--- config.mk ---
export PLATFORM = sky130hd
export DESIGN_NAME = hub75_shift
export DESIGN_NICKNAME = d
export VERILOG_FILES = /design/src/rtl/hub75_shift.sv
export SDC_FILE = /design/constraint.sdc
export NUM_CORES = 1
export LEC_CHECK = 0
export CORE_MARGIN = 2
export CORE_UTILIZATION = 36
export CTS_BUF_LIST = sky130_fd_sc_hd__clkbuf_4
export DETAILED_ROUTE_END_ITERATION = 10
export GPL_TIMING_DRIVEN = 1
export PLACE_DENSITY = 0.7
export SLEW_MARGIN = 20
export SYNTH_ARGS = -nofsm -noshare
export SYNTH_HDL_FRONTEND = slang
export SYNTH_SLANG_ARGS = --single-unit
--- constraint.sdc ---
create_clock -name clk -period 2.6 [get_ports clk]
set_input_delay 0.52 -clock clk [delete_from_list [all_inputs] [get_ports clk]]
set_output_delay 0.52 -clock clk [all_outputs]
set_load 0.01 [all_outputs]
--- src/rtl/hub75_shift.sv ---
// HUB75 line shifter: streams one bit-plane of a line buffer to the panel.
// Each column takes two cycles: a buffer read, then a low/high phy_clk pair.
module hub75_shift #(
  parameter int N_BANKS  = 2,
  parameter int N_COLS   = 64,
  parameter int N_CHANS  = 3,
  parameter int BITDEPTH = 8,
  localparam int CW = $clog2(N_COLS),
  localparam int PW = $clog2(BITDEPTH),
  localparam int DW = N_BANKS * N_CHANS * BITDEPTH,
  localparam int NL = N_BANKS * N_CHANS
) (
  input  logic          clk,
  input  logic          rst,
  input  logic [PW-1:0] ctrl_plane,
  input  logic          ctrl_go,
  output logic          ctrl_rdy,
  output logic [CW-1:0] buf_rd_addr,
  output logic          buf_rd_ena,
  input  logic [DW-1:0] buf_rd_data,
  output logic [NL-1:0] phy_data,
  output logic          phy_clk
);

  // Cycle index within a SHIFT runs 0 .. 2*N_COLS+1, so it needs two bits above CW.
  localparam int TW = CW + 2;
  localparam logic [TW-1:0] T_LAST      = TW'(2 * N_COLS + 1);
  localparam logic [TW-1:0] T_RD_END    = TW'(2 * N_COLS);
  localparam logic [TW-1:0] T_CLK_FIRST = TW'(3);

  typedef enum logic {
    ST_IDLE  = 1'b0,
    ST_SHIFT = 1'b1
  } state_t;

  state_t        r_state;
  logic [TW-1:0] r_t;
  logic [PW-1:0] r_plane;

  logic [TW-1:0] w_t_next;
  logic          w_rd_next;
  logic          w_data_cycle;
  logic [NL-1:0] w_plane_bits;

  function automatic logic [NL-1:0] slice_plane(input logic [DW-1:0] word,
                                                input logic [PW-1:0] plane);
    logic [BITDEPTH-1:0] lane;
    slice_plane = '0;
    for (int i = 0; i < NL; i++) begin
      lane           = word[i*BITDEPTH +: BITDEPTH];
      slice_plane[i] = lane[plane];
    end
  endfunction

  assign w_t_next     = r_t + TW'(1);
  assign w_rd_next    = ~w_t_next[0] && (w_t_next < T_RD_END);
  // Read data returns on odd cycles; the last one lands at t = 2*N_COLS-1.
  assign w_data_cycle = r_t[0] && (r_t < T_RD_END);
  assign w_plane_bits = slice_plane(buf_rd_data, r_plane);

  // Sequencer: state, cycle index, latched plane and all registered outputs.
  always_ff @(posedge clk or posedge rst) begin
    if (rst) begin
      r_state     <= ST_IDLE;
      r_t         <= '0;
      r_plane     <= '0;
      ctrl_rdy    <= 1'b1;
      buf_rd_ena  <= 1'b0;
      buf_rd_addr <= '0;
      phy_data    <= '0;
      phy_clk     <= 1'b0;
    end else begin
      case (r_state)
        ST_IDLE: begin
          phy_clk <= 1'b0;
          if (ctrl_go) begin
            r_state     <= ST_SHIFT;
            r_t         <= '0;
            r_plane     <= ctrl_plane;
            ctrl_rdy    <= 1'b0;
            buf_rd_ena  <= 1'b1;
            buf_rd_addr <= '0;
          end else begin
            ctrl_rdy    <= 1'b1;
            buf_rd_ena  <= 1'b0;
            buf_rd_addr <= '0;
          end
        end
        ST_SHIFT: begin
          if (w_data_cycle) begin
            phy_data <= w_plane_bits;
          end else begin
            phy_data <= phy_data;
          end
          if (r_t == T_LAST) begin
            r_state     <= ST_IDLE;
            r_t         <= '0;
            ctrl_rdy    <= 1'b1;
            buf_rd_ena  <= 1'b0;
            buf_rd_addr <= '0;
            phy_clk     <= 1'b0;
          end else begin
            r_t         <= w_t_next;
            buf_rd_ena  <= w_rd_next;
            buf_rd_addr <= w_rd_next ? w_t_next[CW:1] : '0;
            phy_clk     <= w_t_next[0] && (w_t_next >= T_CLK_FIRST);
          end
        end
        default: begin
          r_state     <= ST_IDLE;
          r_t         <= '0;
          r_plane     <= '0;
          ctrl_rdy    <= 1'b1;
          buf_rd_ena  <= 1'b0;
          buf_rd_addr <= '0;
          phy_data    <= '0;
          phy_clk     <= 1'b0;
        end
      endcase
    end
  end

endmodule
==> impl.org <==
** Run status
- The run finished with clean final reports.

** Critical path
- Endpoint arrival time on the critical path :: 1.41 ns
- The worst setup path is launched from a register.
- Required time reported for the critical path endpoint :: 2.08 ns
- The slowest stage of the critical path is the dfstp_2 cell.
- Number of buffers and inverters on the critical path :: 1
- Of all nets on the critical path, the largest fanout is 2.
- Worst R2R Start :: r_t[0]
- The kind of cell with the highest combined delay along the critical path is flip-flops.
- Worst path max stage delay :: 0.56 ns
- STA classifies the critical path endpoint as a primary output.
- The signal on the critical path passes through clkdlybuf4s50_1.
- The critical path starts at ctrl_rdy.
- The critical path is of the reg2out type.

** Timing
- In the post-route analysis, the smallest setup slack over all paths is 0.668 ns.
- After routing, the total negative slack on setup checks comes to 0 ns.
- For the pin with the worst max-slew slack, the measured transition is 0.575 ns.
- Setup violations remaining at the end of the flow were counted as 0.
- Dividing the final minimum period by the clock period gives 74.3%.
- Max-slew violation count :: 0
- The hold violation total from the final report came to 0.
- After layout, the minimum clock period comes to 1.93 ns.
- Setup repair after global routing left no endpoint under its margin.
- Max Fclk :: 0.518 GHz
- Skew final :: 0.00318 ns
- Tightest slew margin relative to the limit :: 61.7%

** Yosys
- The share of synthesized area in the top cell type comes to 40.1%.
- In this run, synthesis inferred 0 flip-flops with an integrated enable.
- dfrtp_1 takes more of the synthesized area than any other cell.
- Synthesized net count :: 210
- Synthesis handed over a netlist of 152 instances.
- The synthesized netlist occupies a cell area of 0.00162 mm2.
- Warnings from Yosys :: 0
- Averaged over all synthesized cells, the footprint is 10.7 um2.
- Share of flip-flops with an asynchronous set or reset after synthesis :: 100%
- Count of different cell masters after synthesis :: 37
- For this run, the leading register cell type out of synthesis is dfrtp_1.
- Ranking of synthesized cells by area :: dfrtp_1, mux4_2, nand2_1
- Sequential element share of the synthesized area :: 41.7%
- The synthesized design contains 27 register bits.

** Global routing
- Entering global routing, the biggest net connects 15 pins.
- Final global-route overflow total :: 0
- The number of global-route vias before repair came to 1,281.
- Total track usage :: 15.8%
- Initial antenna violation count :: 0
- Wire length of the first global-routing pass :: 6310 um

** Clocking
- The clock net in this run drives a total of 27 sinks.
- Maximum number of buffers from clock root to sink :: 2
- Clock tree from TritonCTS :: built
- The number of setup buffers added after CTS is 0.
- Root buffer selected by CTS :: clkbuf_4
- The number of hold buffers added after CTS was 0.
- The number of gates resized after CTS was 0.
- Number of H-tree levels :: 1
- Clock-pin slew of the registers on the worst-case setup and hold paths :: 0.14 ns
- Clock latency on the worst-skew pair, taken at its later pin, is 0.32 ns.
- Number of buffers inserted during clock tree synthesis :: 3

** Floorplan
- Core footprint :: 0.00435 mm2
- Die area :: 0.00506 mm2
- Starting density of the core :: 37.2%
- The floorplan has 24 rows.
- From bottom edge to top edge, the die measures 71.1 um.
- Die X :: 71.1 um
- Number of placed I/O pins :: 69

** Route
- Drt wl/cell :: 14.9 um
- Via count of the routed design :: 1,345
- Post-route ant nets :: 0
- The first detailed-routing pass took 4 iterations.
- The first routing iteration left 64 violations.
- Wires add up to 4040 um.
- Detailed-route vias per instance :: 4.98
- Remaining design rule violation count :: 0

** Pwr
- Worst vdd rail ir drop :: 0.280 mV
- Areal power density over the cells :: 350 mW/mm2
- Leakage power summed over all cells :: 0.922 nW

** Run
- Max-cap violation count :: 0

** Place
- Pre-CTS setup slack :: 0.825 ns
- Post-detail-place hpwl :: 3280 um
- The count of buffers added on input and output ports is 68.
- Routability-driven placement congestion ratio :: 0.809

** Layout
- Antenna diode instance count :: 0
- Layout cell share with drive strength beyond 1 :: 10.6%
- Layout Nets :: 277
- Layout Area Growth over Synthesis :: 45.9%

** Hold path
- The startpoint identified for the worst hold timing path is r_plane[0].
- Worst min-delay path class :: reg2reg
## cell usage after synthesis, types with 2 or more instances
cell type  count
o21ai_0        4
mux4_2        12
xor2_1         2
dfrtp_1       26
buf_6          2
nor3_1         2
nand2_1       27
xnor2_1        6
nor2_1        11
ha_1           4
inv_1          5
nand2b_1       3
o21ai_1       12
nand3_1        3
clkbuf_1       2
or2_1          2
buf_2          4
mux2i_1        6
## registers in the layout, indices dropped and copies added, names as in the netlist
name	count
phy_clk	1
r_plane	3
buf_rd_ena	1
r_t	8
buf_rd_addr	6
phy_data	6
ctrl_rdy	1
r_state	1
## layout make-up
type | count | area (um2)
clock buffers | 4 | 30.0
fillers | 403 | 1990
inverters | 5 | 18.8
multi-input cells | 111 | 872
flip-flops and latches | 27 | 677
well taps | 52 | 65.1
repair buffers | 71 | 703
## cells in the final DEF (no fill, tap or decap), types with 5 or more instances in the layout
cell type / instances
mux2i_1: 6
clkdlybuf4s50_1: 68
nor2_1: 11
mux4_2: 12
inv_1: 5
dfrtp_1: 26
nand2_1: 27
o21ai_1: 12
xnor2_1: 6
## logic make-up after synthesis
kind of cell    share of synthesized area, %
compound gates                          9.18
flops                                   41.7
simple gates                            16.8
buf+inv                                 4.48
mux                                     20.4
xor+xnor                                4.32
fa+ha+maj                               3.09
## metal layers
metal | part of all wire (%) | wire length (um) | up-vias | GRT usage, %
li1 | - | - | 667 | -
met1 | 42 | 1690 | 652 | 20.8
met2 | 55 | 2210 | 24 | 27.9
met3 | 2.4 | 97 | 2 | 2.14
met4 | 0.82 | 33 | 0 | 3.14
met5 | 0 | 0 | - | 0
## through the flow
step	instances	utilization (%)	power, W	area, um2	hold slack (ns)
2_1_floorplan	152	-	0.000525	1620	0.504
3_3_place_gp	266	53.6	0.000640	2340	0.460
3_5_place_dp	266	53.6	0.000644	2340	0.464
4_1_cts	270	54.3	0.000841	2370	0.499
5_1_grt	270	54.3	0.000871	2370	0.530
6_report	270	54.3	0.000827	2370	0.493
## where the power goes
| group | switching, W | leakage (nW) | total (W) | internal [W] |
|---|---|---|---|---|
| Clock | 0.000123 | 0.0184 | 0.000194 | 0.0000706 |
| Combinational | 0.0000521 | 0.576 | 0.000185 | 0.000133 |
| Sequential | 0.0000135 | 0.328 | 0.000449 | 0.000435 |
## worst paths after layout
check                         endpoint  slack, ns  depth (start not counted)
max in group asynchronous     ctrl_rdy       1.51                          3
min                         r_plane[0]       0.49                          2
max reg2reg                     r_t[6]       0.80                          5
min reg2reg                 r_plane[0]       0.49                          2
max                           ctrl_rdy       0.67                          1
min in group asynchronous  phy_data[3]       0.51                          2
Note: power is estimated with default switching activity, not from simulation.
